File: config.mk
export PLATFORM = sky130hd
export DESIGN_NAME = alu181_sliced_flat
export DESIGN_NICKNAME = d
export VERILOG_FILES = /design/src/rtl/alu181_sliced_pkg.sv /design/src/rtl/alu181_sliced_if.sv /design/src/rtl/alu181_sliced_slice.sv /design/src/rtl/alu181_sliced.sv /design/src/flat_wrapper.sv
export SDC_FILE = /design/constraint.sdc
export NUM_CORES = 1
export LEC_CHECK = 0
export CAP_MARGIN = 20
export CORE_ASPECT_RATIO = 1.1
export CORE_MARGIN = 10
export CORE_UTILIZATION = 50
export CTS_CLUSTER_SIZE = 16
export DETAILED_ROUTE_END_ITERATION = 7
export GPL_TIMING_DRIVEN = 0
export HOLD_SLACK_MARGIN = 0.03
export PLACE_DENSITY = 0.73
export SYNTH_ARGS = -nofsm -noshare
export SYNTH_HDL_FRONTEND = slang
export SYNTH_HIERARCHICAL = 1
export SYNTH_SLANG_ARGS = --single-unit
File: constraint.sdc
create_clock -name clk -period 5.61 [get_ports clk]
set_input_delay 0.561 -clock clk [delete_from_list [all_inputs] [get_ports clk]]
set_output_delay 0.561 -clock clk [all_outputs]
set_load 0.01 [all_outputs]
File: src/rtl/alu181_sliced_pkg.sv
// alu181_pkg: shared types and constants for the bit-sliced 74181-style ALU.
package alu181_pkg;

  typedef enum logic [1:0] {
    ST_IDLE,
    ST_BUSY,
    ST_DONE
  } state_t;

  // Frequently used 74181 function selects
  localparam logic [3:0] ALU_ADD   = 4'b1001;
  localparam logic [3:0] ALU_SUB   = 4'b0110;
  localparam logic [3:0] ALU_PASSA = 4'b0000;
  localparam logic [3:0] ALU_DEC   = 4'b1111;

  // Width of a counter that must index n slices; never narrower than one bit
  function automatic int cnt_width(input int n);
    return (n <= 1) ? 1 : $clog2(n);
  endfunction

endpackage

File: src/rtl/alu181_sliced_if.sv
// alu181_sliced_if: request/response bundle between the operand mux and the ALU.
interface alu181_sliced_if #(
  parameter int WIDTH = 16
);
  logic             in_valid;
  logic             in_ready;
  logic [3:0]       s;
  logic             m;
  logic             cin;
  logic [WIDTH-1:0] a;
  logic [WIDTH-1:0] b;
  logic             out_valid;
  logic             out_ready;
  logic [WIDTH-1:0] y;
  logic             cout;
  logic             zero;
  logic             neg;
  logic             ovf;

  modport master (
    output in_valid, s, m, cin, a, b, out_ready,
    input  in_ready, out_valid, y, cout, zero, neg, ovf
  );

  modport slave (
    input  in_valid, s, m, cin, a, b, out_ready,
    output in_ready, out_valid, y, cout, zero, neg, ovf
  );
endinterface

File: src/rtl/alu181_sliced_slice.sv
// alu181_slice: combinational 74181 cell array for SLICE bits.
// Produces the arithmetic sum with carry chain, the logic-mode result and
// the carry that entered the slice's top bit (used for signed overflow).
module alu181_slice #(
  parameter int SLICE = 4
) (
  input  logic [SLICE-1:0] a,
  input  logic [SLICE-1:0] b,
  input  logic [3:0]       s,
  input  logic             cin,
  output logic [SLICE-1:0] sum,
  output logic [SLICE-1:0] lgc,
  output logic             cout,
  output logic             cmsb
);
  logic [SLICE-1:0] t1;
  logic [SLICE-1:0] t2;
  logic [SLICE:0]   full;

  assign t1   = a | (b & {SLICE{s[0]}}) | (~b & {SLICE{s[1]}});
  assign t2   = (a & ~b & {SLICE{s[2]}}) | (a & b & {SLICE{s[3]}});
  assign lgc  = ~(t1 ^ t2);
  assign full = {1'b0, t1} + {1'b0, t2} + {{SLICE{1'b0}}, cin};
  assign sum  = full[SLICE-1:0];
  assign cout = full[SLICE];
  // The top sum bit is t1^t2^carry_in, so the carry in can be recovered from it
  assign cmsb = sum[SLICE-1] ^ t1[SLICE-1] ^ t2[SLICE-1];
endmodule

File: src/rtl/alu181_sliced.sv
// alu181_sliced: multi-cycle 74181-style ALU processing SLICE bits per clock,
// LSB first, with the inter-slice carry held in a register. Results and flags
// are registered and presented through a valid/ready handshake.
module alu181_sliced
  import alu181_pkg::*;
#(
  parameter int WIDTH      = 16,
  parameter int SLICE      = 4,
  parameter int LOGIC_FAST = 1
) (
  input logic            clk,
  input logic            rst_n,
  alu181_sliced_if.slave bus
);
  localparam int NSLICE = WIDTH / SLICE;
  localparam int CW     = cnt_width(NSLICE);

  if (SLICE < 1 || (WIDTH % SLICE) != 0) begin : g_bad_cfg
    $error("alu181_sliced: WIDTH must be a positive multiple of SLICE");
  end

  state_t           state;
  state_t           state_nx;
  logic [CW-1:0]    cnt;
  logic             carry;
  logic [3:0]       s_r;
  logic             m_r;
  logic [WIDTH-1:0] a_r;
  logic [WIDTH-1:0] b_r;
  logic [WIDTH-1:0] y_r;
  logic [WIDTH-1:0] y_nx;
  logic             cout_r;
  logic             zero_r;
  logic             neg_r;
  logic             ovf_r;
  logic             accept;
  logic             step;
  logic             finish;
  logic             last;
  logic             fast;

  logic [SLICE-1:0] a_sl;
  logic [SLICE-1:0] b_sl;
  logic [SLICE-1:0] sum_sl;
  logic [SLICE-1:0] lgc_sl;
  logic             cout_sl;
  logic             cmsb_sl;
  logic [WIDTH-1:0] lgc_full;

  assign fast = (LOGIC_FAST != 0) && m_r;
  assign last = (cnt == CW'(NSLICE - 1));
  assign a_sl = a_r[int'(cnt)*SLICE +: SLICE];
  assign b_sl = b_r[int'(cnt)*SLICE +: SLICE];

  alu181_slice #(.SLICE(SLICE)) u_slice (
    .a    (a_sl),
    .b    (b_sl),
    .s    (s_r),
    .cin  (carry),
    .sum  (sum_sl),
    .lgc  (lgc_sl),
    .cout (cout_sl),
    .cmsb (cmsb_sl)
  );

  // The fast logic path only needs the carry-free logic output across the full word
  if (LOGIC_FAST != 0) begin : g_fast
    logic [WIDTH-1:0] unused_sum;
    logic             unused_cout;
    logic             unused_cmsb;
    alu181_slice #(.SLICE(WIDTH)) u_full (
      .a    (a_r),
      .b    (b_r),
      .s    (s_r),
      .cin  (1'b0),
      .sum  (unused_sum),
      .lgc  (lgc_full),
      .cout (unused_cout),
      .cmsb (unused_cmsb)
    );
  end else begin : g_no_fast
    assign lgc_full = '0;
  end

  // State register
  always_ff @(posedge clk or negedge rst_n) begin
    if (!rst_n) state <= ST_IDLE;
    else        state <= state_nx;
  end

  // Next-state decode plus the one-cycle strobes that steer the datapath
  always_comb begin
    state_nx = state;
    accept   = 1'b0;
    step     = 1'b0;
    finish   = 1'b0;
    unique case (state)
      ST_IDLE: begin
        if (bus.in_valid) begin
          accept   = 1'b1;
          state_nx = ST_BUSY;
        end
      end
      ST_BUSY: begin
        step = 1'b1;
        if (fast || last) begin
          finish   = 1'b1;
          state_nx = ST_DONE;
        end
      end
      ST_DONE: begin
        if (bus.out_ready) state_nx = ST_IDLE;
      end
      default: state_nx = ST_IDLE;
    endcase
  end

  // Result word with the current slice (or the whole fast logic word) merged in
  always_comb begin
    y_nx = y_r;
    if (fast) y_nx = lgc_full;
    else if (m_r) y_nx[int'(cnt)*SLICE +: SLICE] = lgc_sl;
    else y_nx[int'(cnt)*SLICE +: SLICE] = sum_sl;
  end

  // Operand capture, slice stepping and flag registration on the final slice
  always_ff @(posedge clk or negedge rst_n) begin
    if (!rst_n) begin
      cnt    <= '0;
      carry  <= 1'b0;
      s_r    <= '0;
      m_r    <= 1'b0;
      a_r    <= '0;
      b_r    <= '0;
      y_r    <= '0;
      cout_r <= 1'b0;
      zero_r <= 1'b0;
      neg_r  <= 1'b0;
      ovf_r  <= 1'b0;
    end else if (accept) begin
      s_r   <= bus.s;
      m_r   <= bus.m;
      a_r   <= bus.a;
      b_r   <= bus.b;
      cnt   <= '0;
      carry <= bus.m ? 1'b0 : bus.cin;
    end else if (step) begin
      y_r   <= y_nx;
      cnt   <= cnt + 1'b1;
      carry <= m_r ? 1'b0 : cout_sl;
      if (finish) begin
        cout_r <= m_r ? 1'b0 : cout_sl;
        ovf_r  <= m_r ? 1'b0 : (cmsb_sl ^ cout_sl);
        zero_r <= (y_nx == '0);
        neg_r  <= y_nx[WIDTH-1];
      end
    end
  end

  assign bus.in_ready  = (state == ST_IDLE);
  assign bus.out_valid = (state == ST_DONE);
  assign bus.y         = y_r;
  assign bus.cout      = cout_r;
  assign bus.zero      = zero_r;
  assign bus.neg       = neg_r;
  assign bus.ovf       = ovf_r;
endmodule

File: src/flat_wrapper.sv
// flat-port wrapper written by rule: the top's interface ports become plain ports
module alu181_sliced_flat import alu181_pkg::*;
#(
  parameter int WIDTH      = 16,
  parameter int SLICE      = 4,
  parameter int LOGIC_FAST = 1
)
  (clk, rst_n, bus_in_valid, bus_s, bus_m, bus_cin, bus_a, bus_b, bus_out_ready, bus_in_ready, bus_out_valid, bus_y, bus_cout, bus_zero, bus_neg, bus_ovf);
  alu181_sliced_if #(.WIDTH(WIDTH)) bus_i ();
  input logic clk;
  input logic rst_n;
  input wire logic [$bits(bus_i.in_valid)-1:0] bus_in_valid;
  input wire logic [$bits(bus_i.s)-1:0] bus_s;
  input wire logic [$bits(bus_i.m)-1:0] bus_m;
  input wire logic [$bits(bus_i.cin)-1:0] bus_cin;
  input wire logic [$bits(bus_i.a)-1:0] bus_a;
  input wire logic [$bits(bus_i.b)-1:0] bus_b;
  input wire logic [$bits(bus_i.out_ready)-1:0] bus_out_ready;
  output wire logic [$bits(bus_i.in_ready)-1:0] bus_in_ready;
  output wire logic [$bits(bus_i.out_valid)-1:0] bus_out_valid;
  output wire logic [$bits(bus_i.y)-1:0] bus_y;
  output wire logic [$bits(bus_i.cout)-1:0] bus_cout;
  output wire logic [$bits(bus_i.zero)-1:0] bus_zero;
  output wire logic [$bits(bus_i.neg)-1:0] bus_neg;
  output wire logic [$bits(bus_i.ovf)-1:0] bus_ovf;
  assign bus_i.in_valid = bus_in_valid;
  assign bus_i.s = bus_s;
  assign bus_i.m = bus_m;
  assign bus_i.cin = bus_cin;
  assign bus_i.a = bus_a;
  assign bus_i.b = bus_b;
  assign bus_i.out_ready = bus_out_ready;
  assign bus_in_ready = bus_i.in_ready;
  assign bus_out_valid = bus_i.out_valid;
  assign bus_y = bus_i.y;
  assign bus_cout = bus_i.cout;
  assign bus_zero = bus_i.zero;
  assign bus_neg = bus_i.neg;
  assign bus_ovf = bus_i.ovf;
  alu181_sliced #(.WIDTH(WIDTH), .SLICE(SLICE), .LOGIC_FAST(LOGIC_FAST)) u_core (.clk(clk), .rst_n(rst_n), .bus(bus_i));
endmodule
==> impl_metrics.yaml, run 1 <==
sta:
  relSlewSlack_pct: 51.7
  tns_ns: 0
  finalSetupViolations: 0
  period_needed_ns: 4.38
  fmax_mhz: 228
  tightest_slew_ns: 0.724
  finalMaxSlewViolations: 0
  fin_crit_sh_pct: 78.0
  whs_ns: 0.271
  skew_ns: 0.0130
  finalHoldViolCount: 0
  rsz0062_at_grt: "no"
route:
  via_count: 3655
  drtAntennaViolNets: 0
  drc: 0
  wl_mm: 11.6
  first_pass_iters: 5
  viasPerCell: 5.43
  drt_iter0_markers: 182
  wl_per_cell_um: 17.2
setup_path:
  critPathSlowestCell: "mux4_2"
  cpPeakStageDelay_ns: 0.58
  crit_path_start_kind: "flip-flop"
  cp_max_fo: 10
  cpLargestDelayFamily: "adder cells"
  worstSetupPathType: "reg2reg"
  crit_buf_inv: 3
  cp_cell_sequence: "clkbuf_1 -> buf_2 -> mux4_2 -> mux2_2 -> and2_1 -> inv_1 -> fa_1 -> fa_1 -> xnor2_1 -> nand2_1 -> o31ai_1 -> nor4_1 -> nand4_1 -> o31ai_1"
  crit_required_ns: 5.85
  arrival_ns: 4.62
  worstSetupEndpointType: "flip-flop"
logic_synthesis:
  synth_fp_nets: 555
  yosysWarnings: 6
  netlist_area_um2: 4180
  syn_inst: 486
  avgSynthCellArea_um2: 8.61
floorplanning:
  coreArea_um2: 8040
  die-height_um: 116
  ios: 64
  dieArea_um2: 12400
  start_util_pct: 52.0
  placementRows: 34
  die_w_um: 107
pwr:
  power.density_nw_per_um2: 706
  p_sw_uw: 1720
  p_seq_share_pct: 25.3
  ir_drop_mv: 0.284
  pwr-share-comb_pct: 62.5
  p_leak_uw: 0.00248
  swShare_pct: 47.0
  pwr-share-clk_pct: 12.1
  internal-power_uw: 1940
layout:
  post-route-util_pct: 64.5
  area_delta_synth_final_pct: 24.0
  drive_gt1_share_pct: 7.43
  num_antenna_cells: 0
  fillers: 679
  stdcell_count: 673
  layout.nets: 630
  regArea_um2: 1550
  multi_input_area_um2: 2390
clock_network:
  cts-hold-fix-buffers: 0
  cts_resized: 0
  cts_setup_buffers: 0
  cts_buffers: 9
  cts.reportedPaths.clkPinSlew_ns: 0.07
  clock_latency_ns: 0.34
  htree_num_levels: 3
  cts_sinks: 62
  tritoncts: "built"
  root_buffer: "clkbuf_8"
  clockBufferDepth: 2
job:
  maxCapViolations: 0
global_routing:
  grt_antenna_before_repair: 0
  grt_pass1_vias: 3771
  grt_usage_pct: 19.3
  grt_pass1_wl_mm: 19.0
  grt_overflow_total: 0
  grt_max_degree: 33
placed_design:
  dpl.hpwl_mm: 8.93
  dp_cells: 658
  gp_congestion: 0.907
  numPortBuffers: 63
worst_hold_path:
  hp-class: "in2async"
run_status:
  run_status: "finished clean"
==> layout by cell type (no fill, tap or decap), types with 2 or more instances in the layout <==
| cell type | count |
|---|---|
| a311oi_1 | 2 |
| a21oi_1 | 10 |
| or2_2 | 2 |
| bufinv_16 | 2 |
| o31ai_1 | 6 |
| a31o_2 | 2 |
| nor2b_1 | 40 |
| fa_1 | 2 |
| nor3b_1 | 3 |
| buf_1 | 3 |
| inv_1 | 33 |
| mux4_2 | 8 |
| mux2_2 | 4 |
| nand2_1 | 142 |
| buf_2 | 4 |
| dfrtp_1 | 62 |
| nand4_1 | 4 |
| o21ai_0 | 22 |
| nand3_1 | 9 |
| ha_1 | 25 |
| clkbuf_8 | 11 |
| o21ai_1 | 5 |
| mux2i_1 | 17 |
| a211oi_1 | 2 |
| xnor2_1 | 3 |
| and2_1 | 4 |
| nand2b_1 | 4 |
| nor2_1 | 9 |
| clkdlybuf4s50_1 | 62 |
| a221o_1 | 4 |
| clkbuf_1 | 19 |
| a211o_1 | 17 |
==> worst reg2reg max path: stages, from the launching register on <==
cell and delay (ns):
dfrtp_1 0.40, clkbuf_1 0.37, buf_2 0.37, mux4_2 0.59
mux2_2 0.24, and2_1 0.12, inv_1 0.05, fa_1 0.44
fa_1 0.43, xnor2_1 0.24, nand2_1 0.11, o31ai_1 0.09
nor4_1 0.38, nand4_1 0.19, o31ai_1 0.28
==> metal layers <==
metal / routed length (um) / vias to the layer above / part of all wire [%] / track usage [%]
met1: 5340 / 1768 / 46 / 25.2
met3: 652 / 20 / 5.6 / 4.33
met5: 0 / - / 0 / 0
met2: 5330 / 102 / 46 / 30.5
li1: - / 1765 / - / -
met4: 285 / 0 / 2.5 / 7.41
==> state kept, by name, indices dropped and copies added (netlist names) <==
register	cells
u_core/bus.ovf	1
u_core/carry	1
u_core/state	2
u_core/s_r	4
u_core/a_r	16
u_core/bus.cout	1
u_core/fast	1
u_core/bus.neg	1
u_core/cnt	2
u_core/bus.y	16
u_core/bus.zero	1
u_core/b_r	16
==> through the flow <==
step,setup WS (ns),instance area (um2),power [uW]
6_report,1.23,5190,3660
5_1_grt,1.04,5190,3960
4_1_cts,1.32,5190,3640
3_5_place_dp,1.33,4960,3180
3_3_place_gp,1.34,4950,3150
2_1_floorplan,1.92,4180,2440
==> final timing paths <==
path | slack (ns) | end | cells past startpoint | from
setup / recovery | 1.23 | u_core/bus.zero | 14 | u_core/cnt[0]
hold / removal | 0.27 | u_core/a_r[11] | 1 | rst_n
setup reg to reg | 1.23 | u_core/bus.zero | 14 | u_core/cnt[0]
hold reg to reg | 0.48 | u_core/bus.neg | 2 | u_core/bus.neg
max in group asynchronous | 4.71 | u_core/bus.y[0] | 2 | rst_n
min in group clk | 0.48 | u_core/bus.neg | 2 | u_core/bus.neg
==> cell type report <==
| type | instances | area share (%) |
|---|---|---|
| plain buffers | 26 | 2.17 |
| clock buffers | 12 | 2.99 |
| clock inverters | 3 | 1.30 |
| inverters | 35 | 2.53 |
| multi-input cells | 363 | 46.0 |
| flip-flops and latches | 62 | 29.9 |
| well taps | 108 | 2.61 |
| repair buffers | 64 | 12.4 |
==> power by group through the flow <==
stage | clock network, uW | logic (uW) | registers [uW]
after floorplan | 0 | 1570 | 865
after global placement | 0 | 2230 | 920
after detailed placement | 0 | 2250 | 929
after CTS | 454 | 2260 | 924
after global routing | 477 | 2520 | 958
final | 444 | 2290 | 927
(Power assumes the default switching activity.)
==> run 2, diff against run 1 <==
- PLACE_DENSITY: 0.73 -> 0.76
- clock period: 5.61 -> 3.75 ns (I/O delays scaled with it)
==> impl_metrics.yaml, run 2 (synthesis gave the netlist of run 1 again) <==
run_status:
  run_status: "finished clean"
global_routing:
  grt_overflow_total: 0
  grt_pass1_vias: 3763
  grt_pass1_wl_mm: 19.2
  grt_antenna_before_repair: 0
  grt_max_degree: 33
  grt_usage_pct: 19.6
clock_network:
  clock_latency_ns: 0.35
  cts_buffers: 9
  cts_sinks: 62
  tritoncts: "built"
  clockBufferDepth: 2
  cts-hold-fix-buffers: 0
  root_buffer: "clkbuf_8"
  htree_num_levels: 3
  cts.reportedPaths.clkPinSlew_ns: 0.07
setup_path:
  cp_cell_sequence: "buf_6 -> mux4_2 -> mux2_2 -> and2_1 -> inv_1 -> fa_1 -> fa_1 -> xnor2_2 -> a221o_1 -> o21ai_0 -> nand4_1 -> o31ai_2"
  crit-reg2reg-launch: "u_core/cnt[0]"
  critPathSlowestCell: "mux4_2"
  cpPeakStageDelay_ns: 0.54
  crit_buf_inv: 2
  cpLargestDelayFamily: "adder cells"
  worstSetupStartpoint: "u_core/cnt[0]"
  worstSetupEndpointType: "flip-flop"
  arrival_ns: 3.82
  timing.rr.end: "u_core/bus.zero"
  crit_cells: 12
  crit_path_start_kind: "flip-flop"
  ff2ff_path_depth: 12
  crit_required_ns: 4.01
  crit_top_cell: "fa_1"
  worstSetupPathType: "reg2reg"
  endpoint: "u_core/bus.zero"
  regToRegSetupSlack_ns: 0.19
  cp_max_fo: 10
pwr:
  pwr-share-clk_pct: 10.7
  pwr-share-comb_pct: 63.9
  p_sw_uw: 2610
  p_seq_share_pct: 25.4
  ir_drop_mv: 0.374
  power.density_nw_per_um2: 1050
  swShare_pct: 47.9
  p_leak_uw: 0.00248
  internal-power_uw: 2840
route:
  drtAntennaViolNets: 0
  via_count: 3715
  wl_mm: 11.7
  drt_iter0_markers: 256
  drc: 0
  wl_per_cell_um: 17.4
  viasPerCell: 5.52
  first_pass_iters: 5
floorplanning:
  placementRows: 34
  dieArea_um2: 12400
  die-height_um: 116
  die_w_um: 107
  ios: 64
  start_util_pct: 52.0
  coreArea_um2: 8040
layout:
  layout.nets: 630
  finalInstanceArea_um2: 5180
  area_delta_synth_final_pct: 23.9
  layout_commonest_cell: "nand2_1"
  layout_common_cells: "142 x nand2_1, 62 x clkdlybuf4s50_1, 61 x dfrtp_1"
  num_antenna_cells: 0
  regArea_um2: 1550
  stdcell_count: 673
  multi_input_area_um2: 2410
  drive_gt1_share_pct: 8.50
  fillers: 702
job:
  maxCapViolations: 0
sta:
  relSlewSlack_pct: 51.4
  fmax_mhz: 281
  finalHoldViolCount: 0
  tns_ns: 0
  period_needed_ns: 3.56
  tightest_slew_ns: 0.729
  skew_ns: 0.0107
  finalSetupViolations: 0
  whs_ns: 0.0778
  finalMaxSlewViolations: 0
  fin_crit_sh_pct: 95.0
  rsz0062_at_grt: "no"
placed_design:
  placed_area_um2: 4960
  dp_cells: 658
  numPortBuffers: 63
  dpl.hpwl_mm: 9.03
  gp_congestion: 0.890
worst_hold_path:
  hp-class: "in2async"
[run 2: how the worst min path moves through the flow]
stage / startpoint / endpoint / slack (ns)
after CTS: rst_n / u_core/b_r[9] / 0.10
final: rst_n / u_core/b_r[9] / 0.08
after global routing: rst_n / u_core/b_r[9] / 0.15
after floorplan: rst_n / u_core/a_r[0] / 0.08
after global placement: u_core/bus.cout / u_core/bus.cout / 0.46
after detailed placement: rst_n / u_core/a_r[11] / 0.47
[run 2: what timing repair did]
action,4_1_cts,5_1_grt
setup endpoints to repair,13,1
pin swaps,0,1
resized for setup,4,4
setup buffers,1,0
[run 2: layer usage]
layer,vias to the layer above,GRT usage (%),share of wire (%)
li1,1763,-,-
met1,1815,24.9,44
met2,119,31.9,48
met3,18,4.33,5.9
met4,0,6.96,1.7
met5,-,0,0
[run 2: per-stage QoR]
| step | worst slack [ns] | utilization, % | total power, uW |
|---|---|---|---|
| finish | 0.188 | 64.5 | 5460 |
| global route | 0.00139 | 64.5 | 5890 |
| CTS | 0.167 | 64.2 | 5390 |
| detailed placement | -0.435 | 61.7 | 4760 |
| global placement | -0.435 | 61.5 | 4690 |
| floorplan | 0.0609 | - | 3650 |
[run 2: power groups by stage]
stage          Clock, uW  Combinational, uW  Sequential [uW]
6_report             583               3490             1390
3_5_place_dp           0               3380             1380
3_3_place_gp           0               3320             1380
4_1_cts              597               3410             1370
5_1_grt              625               3830             1430
2_1_floorplan          0               2350             1290
[run 2: final cells by class]
cell class / count / share of cell area [%]
plain buffers: 25 / 2.24
clock buffers: 11 / 2.73
clock inverters: 4 / 0.917
inverters: 35 / 2.53
multi-input cells: 363 / 46.4
flip-flops and latches: 62 / 30.0
well taps: 108 / 2.61
repair buffers: 65 / 12.6
==> RTL change, RTL diff (flow settings as in run 1) <==
`WIDTH` is set to 16 in 3 places; all go to 20.
--- a/src/rtl/alu181_sliced_if.sv
+++ b/src/rtl/alu181_sliced_if.sv
@@ -1,6 +1,6 @@
 // alu181_sliced_if: request/response bundle between the operand mux and the ALU.
 interface alu181_sliced_if #(
-  parameter int WIDTH = 16
+  parameter int WIDTH = 20
 );
   logic             in_valid;
   logic             in_ready;
--- a/src/rtl/alu181_sliced.sv
+++ b/src/rtl/alu181_sliced.sv
@@ -4,7 +4,7 @@
 module alu181_sliced
   import alu181_pkg::*;
 #(
-  parameter int WIDTH      = 16,
+  parameter int WIDTH      = 20,
   parameter int SLICE      = 4,
   parameter int LOGIC_FAST = 1
 ) (
--- a/src/flat_wrapper.sv
+++ b/src/flat_wrapper.sv
@@ -1,7 +1,7 @@
 // flat-port wrapper written by rule: the top's interface ports become plain ports
 module alu181_sliced_flat import alu181_pkg::*;
 #(
-  parameter int WIDTH      = 16,
+  parameter int WIDTH      = 20,
   parameter int SLICE      = 4,
   parameter int LOGIC_FAST = 1
 )
Interface: changed (resized bus_a, bus_b and bus_y); port bits go from 64 to 76. No check against the original RTL was run, so the function may have changed too.
==> RTL change against run 1 <==
Power grew 22%; routed wire length grew 38%; area after synthesis grew 23%; worst hold slack got worse by 0.13 ns; synthesized cell count is 22% higher; worst setup slack worse by 0.58 ns; sequential cell count is 13 higher; clock skew is essentially flat; design area increased by 20%; critical endpoint unchanged; largest cell class unchanged; highest routed layer unchanged.
==> RTL change: results <==
export IMPL_gp_congestion=0.918
export IMPL_worstPathRequired_ns=5.90
export IMPL_placed_cell_area_um2=6050
export IMPL_numCtsBuffers=9
export IMPL_status="complete, no violations"
export IMPL_critPathMaxFanout=10
export IMPL_layout_cells_non_filler=803
export IMPL_first_global_vias=4644
export IMPL_grtUsageTotal_pct=22.9
export IMPL_wirelength_um=16000
export IMPL_cts_max_level=3
export IMPL_crit_start="u_core/cnt[0]$_DFFE_PN0P_"
export IMPL_clkTransAtPathRegs_ns=0.08
export IMPL_grt_pass1_wl_um=25900
export IMPL_cpPeakStageDelay_ns=0.60
export IMPL_vias_per_cell=5.70
export IMPL_dp_cells=788
export IMPL_place_ws_ns=0.660
export IMPL_cts_repair_resized=0
export IMPL_cp_slowest_cell="mux4_2"
export IMPL_dp_hpwl_um=12200
export IMPL_critPathTopFamily="simple AND/OR/NAND/NOR gates"
export IMPL_diodes=0
export IMPL_nets=759
export IMPL_drt_first_pass_iters=5
export IMPL_drive_above_1_share_pct=6.73
export IMPL_port_buffers=75
export IMPL_cts_root_buf="clkbuf_8"
export IMPL_p_leak_uw=0.00299
export IMPL_syn_area_per_cell_um2=8.67
export IMPL_fin_worst_skew_ns=0.0126
export IMPL_ys_warn_count=6
export IMPL_hp_class="input port to asynchronous set/reset pin"
export IMPL_antenna_found_initial=0
export IMPL_irDropWorstVdd_v=0.000304
export IMPL_relSlewSlack_pct=49.0
export IMPL_grt_max_degree=42
export IMPL_cts_setup_buffers=0
export IMPL_first_iter_violations=386
export IMPL_clk_latency_ns=0.38
export IMPL_cts_buffer_depth=2
export IMPL_synthesis_nets=672
## RTL change: per-layer routing
metal | GRT usage, % | part of all wire [%]
met3 | 4.08 | 6.8
met5 | 0 | 0
met1 | 30.0 | 43
met4 | 9.53 | 2.7
met2 | 36.2 | 47
## RTL change: path summary, 6_finish.rpt
path | to | slack (ns) | cells after the start
setup / recovery | u_core/bus.zero$_DFFE_PN0P_ | 0.65 | 15
hold / removal | u_core/b_r[19]$_DFFE_PN0P_ | 0.14 | 1
max in group asynchronous | u_core/bus.y[19]$_DFFE_PN0P_ | 4.90 | 2
hold reg to reg | u_core/bus.zero$_DFFE_PN0P_ | 0.48 | 2
min in group clk | u_core/bus.zero$_DFFE_PN0P_ | 0.48 | 2
setup reg to reg | u_core/bus.zero$_DFFE_PN0P_ | 0.65 | 15
## RTL change: final cells by class
| cell class | count | area (µm²) |
|---|---|---|
| fillers | 906 | 3690 |
| multi-input cells | 445 | 2970 |
| flip-flops and latches | 75 | 1880 |
| repair buffers | 76 | 768 |
| clock buffers | 13 | 159 |
| plain buffers | 38 | 159 |
| well taps | 120 | 150 |
| inverters | 34 | 128 |
| clock inverters | 2 | 35.0 |
## RTL change: worst reg2reg max path: stages (launching register included)
cell and delay (ns):
dfrtp_1 0.35, buf_4 0.17, clkbuf_1 0.57, mux4_2 0.60
a22o_1 0.24, mux2_2 0.23, and2_1 0.11, inv_1 0.05
fa_1 0.43, fa_1 0.43, xnor2_1 0.28, and2_1 0.23
a221oi_1 0.36, nand3_1 0.15, or3_1 0.42, o31ai_1 0.24
## RTL change: power by group
part	switching, µW	internal, µW	leakage, µW
Combinational	1660	1290	0.00196
Sequential	312	791	0.000934
Clock	207	227	0.0000995
Total	2180	2310	0.00299
